File: config.mk
export PLATFORM = sky130hd
export DESIGN_NAME = dcache_port_arbiter
export DESIGN_NICKNAME = d
export VERILOG_FILES = /design/src/rtl/dcache_port_arbiter_pkg.sv /design/src/rtl/rr_arbiter.sv /design/src/rtl/dcache_port_arbiter.sv
export SDC_FILE = /design/constraint.sdc
export NUM_CORES = 1
export LEC_CHECK = 0
export ABC_AREA = 1
export CORE_AREA = 2 2 124 126
export CTS_CLUSTER_SIZE = 8
export DETAILED_ROUTE_END_ITERATION = 12
export DIE_AREA = 0 0 126 128
export HOLD_SLACK_MARGIN = 0.1
export PLACE_DENSITY = 0.55
export SLEW_MARGIN = 0
export SYNTH_ARGS = -nofsm -noshare
export SYNTH_HDL_FRONTEND = slang
export SYNTH_SLANG_ARGS = --single-unit
File: constraint.sdc
create_clock -name clk_i -period 1.6 [get_ports clk_i]
set_clock_uncertainty 0.2 [all_clocks]
set_input_delay 0.16 -clock clk_i [delete_from_list [all_inputs] [get_ports clk_i]]
set_output_delay 0.16 -clock clk_i [all_outputs]
set_load 0.02 [all_outputs]
File: src/rtl/dcache_port_arbiter_pkg.sv
// Shared types for the D-cache port arbiter: request/response payloads and FSM states.
package dcache_port_arbiter_pkg;

  localparam int unsigned DCACHE_AW      = 32;
  localparam int unsigned DCACHE_DW      = 32;
  localparam int unsigned DCACHE_BEW     = DCACHE_DW / 8;
  localparam int unsigned DCARB_NREQ_MAX = 8;

  typedef struct packed {
    logic                  valid;
    logic                  ready;
    logic                  we;
    logic [DCACHE_BEW-1:0] be;
    logic [DCACHE_AW-1:0]  addr;
    logic [DCACHE_DW-1:0]  wdata;
  } dcache_req_t;

  typedef struct packed {
    logic                 valid;
    logic [DCACHE_DW-1:0] data;
  } dcache_res_t;

  typedef enum logic [1:0] {
    IDLE  = 2'd0,
    WAIT  = 2'd1,
    DRAIN = 2'd2
  } dcarb_state_e;

  // Owner-index width; a single requester still needs one bit.
  function automatic int unsigned dcarb_idw(input int unsigned n);
    return (n > 1) ? $clog2(n) : 1;
  endfunction

endpackage

File: src/rtl/rr_arbiter.sv
// Combinational find-first-from-pointer arbiter; shared by the D-cache port and I-cache refill paths.
module rr_arbiter #(
  parameter int unsigned NREQ = 2,
  parameter int unsigned IDW  = 1
) (
  input  logic [NREQ-1:0] i_req,
  input  logic [IDW-1:0]  i_ptr,
  output logic [NREQ-1:0] o_gnt,
  output logic [IDW-1:0]  o_idx,
  output logic            o_any
);

  int unsigned w_pos;

  // Scan ptr, ptr+1, ... wrapping at NREQ; first hit wins.
  always_comb begin
    o_gnt = '0;
    o_idx = '0;
    o_any = 1'b0;
    w_pos = 0;
    for (int unsigned k = 0; k < NREQ; k++) begin
      w_pos = (32'(i_ptr) + k) % NREQ;
      if (!o_any && i_req[w_pos]) begin
        o_any        = 1'b1;
        o_gnt[w_pos] = 1'b1;
        o_idx        = IDW'(w_pos);
      end
    end
  end

endmodule

File: src/rtl/dcache_port_arbiter.sv
// Shares one D-cache port among NREQ requesters with a single outstanding transaction.
// Optional owner lock (AMO pairs, PTW walks) is enabled by defining CERES_DCARB_LOCK_EN.
module dcache_port_arbiter
  import dcache_port_arbiter_pkg::*;
#(
  parameter int unsigned NREQ = 2,
  parameter int unsigned IDW  = dcarb_idw(NREQ)
) (
  input  logic            clk_i,
  input  logic            rst_i,
  input  logic            flush_i,
  input  dcache_req_t     req_i [NREQ],
`ifdef CERES_DCARB_LOCK_EN
  input  logic [NREQ-1:0] lock_i,
`endif
  output logic [NREQ-1:0] gnt_o,
  output dcache_res_t     res_o [NREQ],
  output dcache_req_t     dcache_req_o,
  input  dcache_res_t     dcache_res_i,
  output logic            busy_o,
  output logic [IDW-1:0]  owner_o
);

  dcarb_state_e    r_state, w_state_nxt;
  logic [IDW-1:0]  r_rr_ptr, w_rr_nxt;
  logic [IDW-1:0]  r_owner, w_owner_nxt;
  logic [NREQ-1:0] w_cand, w_gnt;
  logic [IDW-1:0]  w_idx;
  logic            w_any;
  logic            w_lock;

`ifdef CERES_DCARB_LOCK_EN
  logic r_lock, w_lock_nxt;
  assign w_lock = r_lock;
`else
  assign w_lock = 1'b0;
`endif

  // While locked only the previous owner is eligible.
  always_comb begin
    w_cand = '0;
    for (int unsigned i = 0; i < NREQ; i++) begin
      w_cand[i] = req_i[i].valid && (!w_lock || (IDW'(i) == r_owner));
    end
  end

  rr_arbiter #(
    .NREQ (NREQ),
    .IDW  (IDW)
  ) u_rr_arbiter (
    .i_req (w_cand),
    .i_ptr (r_rr_ptr),
    .o_gnt (w_gnt),
    .o_idx (w_idx),
    .o_any (w_any)
  );

  always_ff @(posedge clk_i or posedge rst_i) begin
    if (rst_i) begin
      r_state  <= IDLE;
      r_rr_ptr <= '0;
      r_owner  <= '0;
    end else begin
      r_state  <= w_state_nxt;
      r_rr_ptr <= w_rr_nxt;
      r_owner  <= w_owner_nxt;
    end
  end

`ifdef CERES_DCARB_LOCK_EN
  always_ff @(posedge clk_i or posedge rst_i) begin
    if (rst_i) begin
      r_lock <= 1'b0;
    end else begin
      r_lock <= w_lock_nxt;
    end
  end
`endif

  always_comb begin
    w_state_nxt  = r_state;
    w_rr_nxt     = r_rr_ptr;
    w_owner_nxt  = r_owner;
    gnt_o        = '0;
    dcache_req_o = '0;
    for (int unsigned j = 0; j < NREQ; j++) begin
      res_o[j] = '0;
    end
`ifdef CERES_DCARB_LOCK_EN
    w_lock_nxt = r_lock;
`endif

    unique case (r_state)
      IDLE: begin
        if (!flush_i && w_any) begin
          gnt_o              = w_gnt;
          dcache_req_o       = req_i[w_idx];
          dcache_req_o.valid = 1'b1;
          dcache_req_o.ready = 1'b1;
          w_owner_nxt        = w_idx;
          w_state_nxt        = WAIT;
          if (!w_lock) begin
            w_rr_nxt = IDW'((32'(w_idx) + 32'd1) % NREQ);
          end
`ifdef CERES_DCARB_LOCK_EN
          if (r_lock && !lock_i[w_idx]) begin
            w_lock_nxt = 1'b0;
          end
`endif
        end
      end
      WAIT: begin
        // A flush coinciding with the response drops it instead of routing.
        if (dcache_res_i.valid) begin
          w_state_nxt = IDLE;
          if (!flush_i) begin
            res_o[r_owner] = dcache_res_i;
`ifdef CERES_DCARB_LOCK_EN
            w_lock_nxt = lock_i[r_owner];
`endif
          end
        end else if (flush_i) begin
          w_state_nxt = DRAIN;
        end
      end
      DRAIN: begin
        if (dcache_res_i.valid) begin
          w_state_nxt = IDLE;
        end
      end
      default: begin
        w_state_nxt = IDLE;
      end
    endcase

`ifdef CERES_DCARB_LOCK_EN
    if (flush_i) begin
      w_lock_nxt = 1'b0;
    end
`endif
  end

  assign busy_o  = (r_state != IDLE);
  assign owner_o = r_owner;

  // A response with nothing in flight indicates a D-cache protocol error.
  a_no_spurious_res: assert property (
    @(posedge clk_i) disable iff (rst_i) (r_state == IDLE) |-> !dcache_res_i.valid
  );

endmodule

---- Word level (Yosys, flattened, before mapping) ----
Cells that the tools add are included.
word-level totals
  register bits ........................... 4
  input bits .............................. 178
  output and inout port bits .............. 141
  word-level logic and storage cells ...... 63
operators by class
  $add $sub $neg .......................... 2
  $lt $le $gt $ge ......................... 7
  equal/unequal tests ..................... 5
  muxes and demuxes ....................... 31
  bitwise gates (word level) .............. 4
  reductions and logical operators ........ 11
operator list
  kind                                                      number
  two-way mux 69 bit                                        3
  two-way mux 66 bit                                        3
  two-way mux 71 bit                                        2
  AND 66 bit                                                1
  demux 33 bit (select 1 bit)                               1
  two-way mux 33 bit                                        1
  two-way mux 2 bit                                         8
  two-way mux 1 bit                                         10
  one-hot mux 2 bit (3 select lines)                        1
  logical AND 1 bit                                         5
  greater-or-equal comparator 2 bit, second input constant  2
  < comparator 1 x 2 -> 1 bit, second input constant        2
  != test 2 bit, second input constant                      2
  inverter 1 -> 2 bit                                       2
  != test 3 bit, second input constant                      1
  AND reduction 3 bit                                       1
  adder 1 bit, second input constant                        2
  demux 1 bit (select 1 bit)                                2
  equality test 2 x 1 -> 1 bit, second input constant       1
  equality test 2 bit, second input constant                1
  greater-or-equal comparator 1 bit, second input constant  2
  zero test 1 bit                                           2
  zero test 2 bit                                           1
  < comparator 2 x 1 -> 1 bit, second input constant        1
  other kinds (3)                                           3

---- Logic depth before layout (Yosys ltp) ----
  word-level depth ........................ 12
  depth in mapped cells ................... 7
  depth with buffers taken out ............ 6

---- Modules after synthesis ----
A second synthesis with hierarchy kept.
unflattened totals
  cells, all modules ...................... 573
  area, all modules ....................... 2497.4 µm²
modules (own cells, without submodules)
  module               times used  cells an instance  area an instance (µm²)  sequential area each (µm²)
  dcache_port_arbiter  1           559                2442.3                  100.1
  rr_arbiter           1           14                 55.1                    0.0

---- Worst setup path before layout ----
OpenSTA, ideal clock, no wires.
  kind .................................... flip-flop to output port
  from .................................... reg r_state[0]
  to ...................................... out gnt_o[0]
  arrival time ............................ 1.462 ns
  required time ........................... 1.240 ns
  setup slack ............................. -0.222 ns
  stages on the path, launching flop included .. 6
  path buffers ............................ 0
  cells stage by stage .................... dfrtp_1 > nor2_2 > inv_1 > nor2_1 > nand2_1 > inv_1
on the way
  word-level cells in the longest chain between the ends .. 2
RTL lines
  item                      line                       RTL
  start: declaration        dcache_port_arbiter.sv:24  dcarb_state_e r_state, w_state_nxt;
  start signal: assignment  dcache_port_arbiter.sv:64  r_state <= w_state_nxt;
  zero test 2 bit           dcache_port_arbiter.sv:93  unique case (r_state)
  two-way mux 2 bit         dcache_port_arbiter.sv:93
  end: declaration          dcache_port_arbiter.sv:16  output logic [NREQ-1:0] gnt_o,
No other way between the ends.

==> results.txt <==
----------------------------------------------------
[Placement]
  Cell Count Post-Placement ... 1010
  Port-buffer cells ... 316
  Final weighted congestion in routability-driven placement ... 0.779
  Detailed placement HPWL ... 10700 µm

[Route]
  Highest metal used ... met4
  Vias post-DR ... 4650
  Routed length on met1 ... 6920 µm
  Wirelength, routed ... 17200 µm
  Met3 Routed Length ... 1280 µm
  Number of remaining DRC errors ... 0
  1st-pass router iterations ... 4
  Number of nets with antenna violations after routing ... 0
  First DRT Iteration DRCs ... 134
  Via density per instance ... 4.37
  WL/cell ... 16.2 µm
  Met2 wire length ... 8630 µm

[Worst hold path]
  Beginning of the worst hold path ... flush_i
  Tightest Hold Check Type ... in -> reg

[Synth]
  Post-synthesis net count ... 699
  Count of yosys warnings during synthesis ... 0
  Fraction of synthesized cell area taken by the top area cell type ... 33.6%
  Library cell with the largest summed area after synthesis ... nor2_1
  Leading cell types by total area after synthesis ... nor2_1 34%, nand3_1 30%, inv_1 19%, buf_2 6.1%, dfrtp_1 4.4%
  Mean cell area of the mapped netlist ... 4.38 µm²
  Synthesized instance count ... 521
  Fraction of the yosys area taken by sequential cells ... 4.39%
  Synthesis-stage register bit count ... 4
  Unique cell type count in the Yosys netlist ... 13
  Netlist Area Pre-Place ... 2280 µm²

[Clock tree]
  TritonCTS buffer count ... 3
  Number of buffers on the longest clock path ... 2
  Sinks on Clock Net ... 4
  Clock network latency to the later pin of the worst-skew pair ... 0.23 ns
  Cell at the root of the clock tree ... clkbuf_16
  TritonCTS clock tree ... built
  Htree depth ... 1
  CTS clk-pin slew, worst paths ... 0.03 ns

[Final layout]
  Fill cell count ... 1511
  Final nets ... 1055
  Layout overhead on the synthesized area ... 217%
  Antenna diodes ... 0
  Commonest non-fill, non-tap cells in the layout ... 173 x clkdlybuf4s50_1, 149 x nor2_1, 112 x inv_1
  Share of final-layout standard cells stronger than drive strength 1 ... 38.9%
  Most common library cell in the layout ignoring fill and taps ... clkdlybuf4s50_1
  Finished Layout Cells ... 1063

[Worst setup path]
  Reg-to-reg critical path startpoint ... r_state[0]
  Critical path capture point type ... primary output
  WS Path Type ... reg -> out
  Critical path arrival ... 1.59 ns
  Worst setup SP type ... flip-flop
  Number of cells on the worst reg-to-reg path ... 7
  End point of the critical path ... dcache_req_o[21]
  Start point of the critical path ... r_state[0]
  Required time of the critical path ... 1.24 ns
  Highest fanout seen on the critical path ... 6
  Worst R2R End ... r_rr_ptr
  Setup slack, reg-to-reg ... 0.13 ns

[Timing]
  Number of failing hold endpoints at the final stage ... 0
  Transition time at the pin with the least slew margin ... 0.358 ns
  Final Critical Period ... 1.95 ns
  Worst slew margin ... 75.9%
  Number of max-slew violations in the final report ... 0
  RSZ-0062 raised after global routing ... yes
  Fmax achieved ... 514 MHz
  Number of setup violations in the final report ... 141
  Slack of the critical path ... -0.347 ns
  Ratio of final minimum period to clock period ... 122%

[Outcome]
  Status ... finished with violations
  Failing checks ... setup timing

[GRT]
  GRT overflow ... 0
  Largest net degree at the start of global routing ... 34
  Vias in the first global route ... 4311
  Overall Global Routing Usage ... 18.9%
  Wire length of the first global-routing pass ... 24200 µm
  Initial antenna violation count ... 0

[Die]
  Starting Density ... 15.3%
  Floorplan die area ... 16100 µm²
  Ports ... 319
  Core Rows ... 45
  Core ar. ... 14900 µm²
  Vertical extent of the die ... 128 µm
  Horizontal die dimension ... 126 µm

[Power and ir drop]
  Cell area power density ... 594 nW/µm²
  Switch Pwr ... 0.00184 W
  Internal power ... 0.00245 W
  Leakage power ... 3.72 nW
  Net Sw Frac ... 42.9%
  Worst supply voltage drop on vdd ... 303 µV
  Clock network fraction of total power ... 9.1%
  Sequential group share of total power ... 3.3%
  Combinational share of power ... 87.5%
  PnR Total Power ... 0.00430 W

[Flow run]
  Max-capacitance violation count ... 0

----------------------------------------------------
==> how the worst min path moves through the flow <==
stage / to / slack [ns] / cells after the start
after floorplan: owner_o / -0.27 / 1
after detailed placement: r_rr_ptr / 0.16 / 2
after CTS: r_rr_ptr / 0.30 / 2
after global routing: r_state[0] / 0.33 / 3
after global placement: owner_o / 0.16 / 2
final: r_state[0] / 0.30 / 3
==> timing repair <==
item | in CTS | in global routing
buffers inserted | 25 | 7
hold buffers | 1 | 0
gates cloned | 17 | 5
endpoints found under the setup margin | 143 | 141
resized for setup | 675 | 215
endpoints found under the hold margin | 4 | 0
pin swaps | 60 | 47
==> power groups by stage <==
stage                     combinational, W  clock (W)  sequential [W]
final                              0.00376   0.000393        0.000144
after global routing               0.00398   0.000404        0.000147
after CTS                          0.00346   0.000399        0.000143
after detailed placement           0.00251          0        0.000145
after global placement             0.00252          0        0.000145
after floorplan                    0.00118          0        0.000149
==> routing by layer <==
| metal | up-vias | global-route usage, % |
|---|---|---|
| li1 | 2281 | - |
| met1 | 2120 | 23.9 |
| met2 | 224 | 33.0 |
| met3 | 25 | 3.38 |
| met4 | 0 | 5.11 |
| met5 | - | 0 |
==> through the flow <==
step | hold WS, ns | cell area (µm²) | setup WS (ns) | utilization (%) | TNS [ns]
floorplan | -0.274 | 2360 | 0.000614 | - | 0
global placement | 0.160 | 5940 | -0.843 | 39.9 | -102.04
detailed placement | 0.159 | 5940 | -0.838 | 39.9 | -100.28
CTS | 0.303 | 6800 | -0.380 | 45.7 | -37.73
global route | 0.335 | 7240 | -0.401 | 48.7 | -41.34
finish | 0.296 | 7240 | -0.347 | 48.7 | -31.12
==> Yosys cell counts <==
master / number
nand3_1: 138
nor2_2: 2
inv_2: 1
o21ai_0: 1
o31ai_1: 2
dfrtp_1: 4
clkbuf_1: 11
nor2_1: 204
buf_4: 3
nand2_1: 11
nand4_1: 3
inv_1: 113
buf_2: 28
==> registers in the layout, indices dropped and copies added, names as in the netlist <==
signal and cells:
r_rr_ptr 1, owner_o 1, r_state 2
==> worst max-delay path, stage by stage (launching register included) <==
cell	delay, ns
dfrtp_1	0.41
nor2_4	0.20
clkbuf_16	0.19
buf_16	0.12
buf_4	0.11
nand3_1	0.07
nor2_1	0.10
buf_4	0.14
==> layout make-up <==
cell class                 instances  area [µm²]  share of cell area [%]
timing repair buffer             393        4270                    59.0
multi-input combinational        361        2120                    29.4
inverter                         114         430                    5.95
tap                              188         235                    3.25
sequential                         4         100                    1.38
clock buffer                       3        75.1                    1.04
==> cell families (layout without fill, tap and decap cells) <==
logic type	count (synthesis)	count (layout)	share of synthesized area [%]
DFF	4	4	4.39
AOI/OAI and AO/OA	3	3	0.877
and+or+nand+nor	358	358	67.0
buffers and inverters	156	510	27.7
Power figures use the tool's default switching activity.
